===== src/rtl/ram_port_arbiter.sv =====
// N-host req/gnt/rvalid arbiter (fixed or round-robin) in front of a single-port SRAM with window checking.
// Latency: grant is combinational; host_rvalid_o follows exactly MemLatency cycles after the grant.
// Backpressure: none; host_gnt_o is the only stall and one access is accepted per cycle. Define RAM_ARB_PERF_CNT_EN for grant counters.
module ram_port_arbiter #(
    parameter int unsigned          NrPorts    = 2,
    parameter int unsigned          AddrWidth  = 32,
    parameter int unsigned          DataWidth  = 32,
    parameter int unsigned          MemLatency = 1,
    parameter bit                   RoundRobin = 1'b1,
    parameter logic [AddrWidth-1:0] MemBase    = AddrWidth'(32'h00100000),
    parameter logic [AddrWidth-1:0] MemSize    = AddrWidth'(32'h00100000)
) (
    input  logic                                  clk_sys,
    input  logic                                  rst_sys_n,
    input  logic [NrPorts-1:0]                    host_req_i,
    input  logic [NrPorts-1:0]                    host_we_i,
    input  logic [NrPorts-1:0][DataWidth/8-1:0]   host_be_i,
    input  logic [NrPorts-1:0][AddrWidth-1:0]     host_addr_i,
    input  logic [NrPorts-1:0][DataWidth-1:0]     host_wdata_i,
    output logic [NrPorts-1:0]                    host_gnt_o,
    output logic [NrPorts-1:0]                    host_rvalid_o,
    output logic                                  host_err_o,
    output logic [DataWidth-1:0]                  host_rdata_o,
    output logic                                  mem_req_o,
    output logic                                  mem_we_o,
    output logic [DataWidth/8-1:0]                mem_be_o,
    output logic [AddrWidth-1:0]                  mem_addr_o,
    output logic [DataWidth-1:0]                  mem_wdata_o,
    input  logic [DataWidth-1:0]                  mem_rdata_i,
    output logic [NrPorts-1:0][31:0]              grant_cnt_o
);

    localparam int unsigned IdxW      = (NrPorts > 1) ? $clog2(NrPorts) : 1;
    localparam int unsigned LastStage = MemLatency - 1;
    // One extra bit so the window end can be represented without wrapping.
    localparam logic [AddrWidth:0] WinLo   = {1'b0, MemBase};
    localparam logic [AddrWidth:0] WinEnd  = {1'b0, MemBase} + {1'b0, MemSize};
    localparam logic [AddrWidth:0] AddrTop = {1'b1, {AddrWidth{1'b0}}};

    if (NrPorts < 2 || NrPorts > 8) begin : g_bad_ports
        $error("ram_port_arbiter: NrPorts must be 2..8");
    end
    if (MemLatency < 1 || MemLatency > 4) begin : g_bad_latency
        $error("ram_port_arbiter: MemLatency must be 1..4");
    end
    if (WinEnd > AddrTop) begin : g_bad_window
        $error("ram_port_arbiter: MemBase+MemSize overflows the address space");
    end
    if (MemSize == '0 || (MemSize & (MemSize - 1'b1)) != '0) begin : g_bad_size
        $error("ram_port_arbiter: MemSize must be a power of two");
    end

    logic [IdxW-1:0]            rr_ptr_q;
    logic [IdxW-1:0]            rr_ptr_d;
    logic                       gnt_vld;
    logic [IdxW-1:0]            gnt_idx;
    logic [AddrWidth-1:0]       win_addr;
    logic                       in_win;
    logic [MemLatency-1:0]      rsp_vld_q;
    logic [MemLatency-1:0]      rsp_err_q;
    logic [MemLatency-1:0][IdxW-1:0] rsp_idx_q;

    // Pick the winner: scan from the RR pointer (or from port 0 in fixed mode), first requester wins.
    always_comb begin
        int unsigned cand;
        logic [IdxW-1:0] cand_idx;
        gnt_vld  = 1'b0;
        gnt_idx  = '0;
        cand     = 0;
        cand_idx = '0;
        for (int unsigned off = 0; off < NrPorts; off++) begin
            cand = RoundRobin ? (32'(rr_ptr_q) + off) : off;
            if (cand >= NrPorts) begin
                cand = cand - NrPorts;
            end
            cand_idx = IdxW'(cand);
            if (!gnt_vld && host_req_i[cand_idx]) begin
                gnt_vld = 1'b1;
                gnt_idx = cand_idx;
            end
        end
        rr_ptr_d = rr_ptr_q;
        if (gnt_vld) begin
            rr_ptr_d = (32'(gnt_idx) == NrPorts - 1) ? '0 : gnt_idx + IdxW'(1);
        end
    end

    // Forward only the winner's fields; out-of-window or idle cycles leave the memory bus at zero.
    always_comb begin
        win_addr = host_addr_i[gnt_idx];
        in_win   = ({1'b0, win_addr} >= WinLo) && ({1'b0, win_addr} < WinEnd);
        for (int unsigned i = 0; i < NrPorts; i++) begin
            host_gnt_o[i] = gnt_vld && (gnt_idx == IdxW'(i));
        end
        mem_req_o   = gnt_vld && in_win;
        mem_we_o    = 1'b0;
        mem_be_o    = '0;
        mem_addr_o  = '0;
        mem_wdata_o = '0;
        if (mem_req_o) begin
            mem_we_o    = host_we_i[gnt_idx];
            mem_be_o    = host_be_i[gnt_idx];
            mem_addr_o  = win_addr - MemBase;
            mem_wdata_o = host_wdata_i[gnt_idx];
        end
    end

    // Round-robin pointer moves past the last winner and holds on idle cycles.
    always_ff @(posedge clk_sys or negedge rst_sys_n) begin
        if (!rst_sys_n) begin
            rr_ptr_q <= '0;
        end else begin
            rr_ptr_q <= rr_ptr_d;
        end
    end

    // Response tracker: one {valid, port, err} slot per cycle of memory latency, so order matches grant order.
    always_ff @(posedge clk_sys or negedge rst_sys_n) begin
        if (!rst_sys_n) begin
            rsp_vld_q <= '0;
            rsp_err_q <= '0;
            rsp_idx_q <= '0;
        end else begin
            for (int unsigned s = LastStage; s > 0; s--) begin
                rsp_vld_q[s] <= rsp_vld_q[s-1];
                rsp_err_q[s] <= rsp_err_q[s-1];
                rsp_idx_q[s] <= rsp_idx_q[s-1];
            end
            rsp_vld_q[0] <= gnt_vld;
            rsp_err_q[0] <= gnt_vld && !in_win;
            rsp_idx_q[0] <= gnt_idx;
        end
    end

    // Steer the oldest slot back to its host; errored accesses return zero data.
    always_comb begin
        for (int unsigned i = 0; i < NrPorts; i++) begin
            host_rvalid_o[i] = rsp_vld_q[LastStage] && (rsp_idx_q[LastStage] == IdxW'(i));
        end
        host_err_o   = rsp_vld_q[LastStage] && rsp_err_q[LastStage];
        host_rdata_o = (rsp_vld_q[LastStage] && !rsp_err_q[LastStage]) ? mem_rdata_i : '0;
    end

`ifdef RAM_ARB_PERF_CNT_EN
    logic [NrPorts-1:0][31:0] grant_cnt_q;

    // Free-running per-port grant counters, wrapping naturally at 2^32.
    always_ff @(posedge clk_sys or negedge rst_sys_n) begin
        if (!rst_sys_n) begin
            grant_cnt_q <= '0;
        end else begin
            for (int unsigned i = 0; i < NrPorts; i++) begin
                if (host_gnt_o[i]) begin
                    grant_cnt_q[i] <= grant_cnt_q[i] + 32'd1;
                end
            end
        end
    end
    assign grant_cnt_o = grant_cnt_q;
`else
    assign grant_cnt_o = '0;
`endif

endmodule


===== config.mk =====
export PLATFORM = sky130hd
export DESIGN_NAME = ram_port_arbiter
export DESIGN_NICKNAME = d
export VERILOG_FILES = /design/src/rtl/ram_port_arbiter.sv
export SDC_FILE = /design/constraint.sdc
export NUM_CORES = 1
export LEC_CHECK = 0
export CAP_MARGIN = 25
export CORE_AREA = 5 5 132 134
export DETAILED_ROUTE_END_ITERATION = 10
export DIE_AREA = 0 0 137 139
export PLACE_DENSITY = 0.51
export SLEW_MARGIN = 10
export SYNTH_ARGS = -nofsm -noshare
export SYNTH_HDL_FRONTEND = slang
export SYNTH_SLANG_ARGS = --single-unit

===== constraint.sdc =====
create_clock -name clk_sys -period 3.1 [get_ports clk_sys]
set_input_delay 0.62 -clock clk_sys [delete_from_list [all_inputs] [get_ports clk_sys]]
set_output_delay 0.62 -clock clk_sys [all_outputs]
set_load 0.05 [all_outputs]

==> results.ini <==
[run_status]
status = finished with violations
violations = setup timing

[cells_and_area]
fin_area_sq_um = 6500
seq_area_sq_um = 100
layout-drive-gt1-share_pct = 38.0
multi_input_area_sq_um = 1940
layout.nets = 760
antenna_cells = 0
fin_cells = 804
fillCellCount = 1572
synthToLayoutAreaGrowth_pct = 220

[timing]
slew-limit-headroom_pct = 65.2
skew_ns = 0.0000375
hold_viol_final = 0
fmaxAchievable_mhz = 312
rsz0062_at_grt = true
setup-violations-final = 42
fin_ws_ns = -0.110
fin_tns_setup_ns = -1.97
fin_crit_sh_pct = 104
period_minus_slack_ns = 3.21
worst_slew_pin_slew_ns = 0.520
slew_viol_final = 0

[detailed_routing]
routed_wl_microns = 12300
wl_per_cell_microns = 15.3
drc = 0
drt-initial-drc-count = 32
postRouteAntennaNets = 0
dr.pass1.iters = 4
vias = 2896
vias_per_cell = 3.60

[power_and_ir_drop]
switching_share_pct = 46.7
power_density_nw_per_um2 = 165
power_mw = 1.07
p_clk_share_pct = 18.9
comb_power_share_pct = 75.5
p_int_uw = 571
power.switching_uw = 499
peakVddDrop_uv = 112
p_leak_nw = 2.82
p_seq_share_pct = 5.6

[logic_synthesis]
yosysSeqAreaShare_pct = 4.93
ys_top_cells_by_area = mux2i_1 28%, buf_4 28%, nor3_1 12%, and2_1 11%, dfrtp_1 4.9%
yosysWarnings = 0
synthArstFlopShare_pct = 100
synth-edff-count = 0
synth_seq_cells = 4
synth_top_area_cell = mux2i_1
ys.flop_type = dfrtp_1
synth.distinct_cells = 24
avgSynthCellArea_sq_um = 7.50
yosys.area.top_type_share_pct = 28.1
synth_cells = 271
syn_area_sq_um = 2030

[critical_path]
slowest_delay_ns = 0.55
cp-end-kind = primary output
crit_type = input port to primary output
r2r_slack_ns = 1.37
cp_slowest_cell = or4b_4
crit_chain = buf_6, or4b_4, a2111oi_4, buf_4, buf_12, a41oi_4, buf_6, nor3_2, buf_12
crit_fanout = 5
worstPathRequired_ns = 2.48
crit_path_start_kind = input port
arrival_ns = 2.59

[cts]
cts_hold_buf = 0
cts_root_buf = clkbuf_16
clkSlewWorstSetupHoldPaths_ns = 0.03
insertion_delay_ns = 0.22
cts_max_level = 1
cts-buffers-inserted = 3
cts_tree = yes
clockBufferDepth = 2
cts_sinks = 4

[die]
initial_core_util_pct = 12.6
fp.dieW_microns = 137
die_y_microns = 139
row_count = 47
io-pin-count = 345
die_area_sq_um = 19000
core_sq_um = 16200

[grt]
grtUsageMet3_pct = 2.98
use_met2_pct = 21.9
grt_max_degree = 54
grt_pass1_vias = 3046
grt_pass1_wl_microns = 17000
overflow = 0
grt.total_usage_pct = 11.2
grt_busiest_layer = met2
antenna_found_initial = 0
met1_usage_pct = 12.0

[placement]
dp.cells = 795
numPortBuffers = 268
globalplace.congestion = 0.729
hpwl_microns = 10400
dpl_cell_area_sq_um = 5980

[hold_path]
min_path_type = register to register

[flow_run]
drv_cap = 0

## cells in the mapped netlist, types with 2 or more instances
library cell  instances
nor2b_1               2
mux2i_1              57
clkbuf_1             16
buf_4                76
nor3_1               48
dfrtp_1               4
inv_1                 4
nor2_1                3
and2_1               35
nor3_2                9
nor4_1                2
buf_2                 3
## critical path: cells and delay by family
kind / cells / cell delay (ns)
and+or+nand+nor: 2 / 0.81
AOI/OAI and AO/OA: 2 / 0.38
buffers and inverters: 5 / 0.77
## power groups by stage
stage / combinational [mW] / sequential [mW] / clock, mW
after global placement: 0.784 / 0.0603 / 0
after detailed placement: 0.789 / 0.0605 / 0
after CTS: 0.790 / 0.0599 / 0.204
final: 0.808 / 0.0600 / 0.202
after floorplan: 0.492 / 0.0590 / 0
after global routing: 0.849 / 0.0607 / 0.210
## cell type report
cell class | count | share of cell area (%)
Sequential cell | 4 | 1.54
Multi-Input combinational cell | 242 | 29.8
Timing Repair Buffer | 331 | 63.0
Tap cell | 220 | 4.23
Clock buffer | 3 | 1.15
Inverter | 4 | 0.231
## final timing paths
kind	from	endpoint	cells past startpoint
min	rr_ptr_q	rr_ptr_q	2
max	host_addr_i[24]	mem_we_o	9
max reg2reg	rr_ptr_q	rsp_err_q	7
min reg2reg	rr_ptr_q	rr_ptr_q	2
max in group asynchronous	rst_sys_n	rsp_vld_q	1
min in group asynchronous	rst_sys_n	rsp_idx_q	1
## per-layer routing
layer,up-vias,share of wire (%),wire length (microns)
li1,1405,-,-
met1,1278,33,4080
met2,200,55,6730
met3,13,11,1330
met4,0,1.2,142
met5,-,0,0
## state kept, by name, summed over array words and instances (netlist names)
register	count
rsp_idx_q	1
rsp_vld_q	1
rr_ptr_q	1
rsp_err_q	1
## what timing repair did
action / 4_1_cts / 5_1_grt
buffers inserted: 1 / 2
endpoints found under the setup margin: 58 / 57
pin swaps: 8 / 28
gates cloned: 3 / 5
gates resized for setup: 44 / 70
## metrics by stage
step | util [%] | hold slack (ns) | setup slack, ns
final | 40.2 | 0.549 | -0.110
after global routing | 40.2 | 0.569 | -0.180
after CTS | 38.3 | 0.527 | -0.153
after detailed placement | 37.0 | 0.520 | -0.363
after global placement | 37.0 | 0.510 | -0.316
after floorplan | - | 0.324 | -0.423
## cell families (layout without fill, tap and decap cells)
| logic type | count (synthesis) | in the layout | share of synthesized area [%] |
|---|---|---|---|
| compound gates | 3 | 4 | 2.40 |
| buf+inv | 101 | 338 | 33.3 |
| flops | 4 | 4 | 4.93 |
| mux | 57 | 57 | 28.1 |
| other cells | 1 | 76 | 0.185 |
| simple gates | 105 | 105 | 31.2 |
## cells in the final DEF, fill, tap and decap left out, types with 2 or more instances in the layout
cell and instances:
clkdlybuf4s50_1 162, buf_12 85, conb_1 76, mux2i_1 56, buf_4 42, and2_1 35, buf_6 28, nor3_4 23
nor3_2 20, nor3_1 14, clkbuf_16 5, dfrtp_1 4, inv_1 3, dlygate4sd2_1 3, buf_2 3, clkdlybuf4s15_1 3
nor4_2 2, or4_4 2, a41oi_4 2, nor2b_1 2, clkbuf_2 2
No activity file was read; power rests on OpenSTA's default activity.
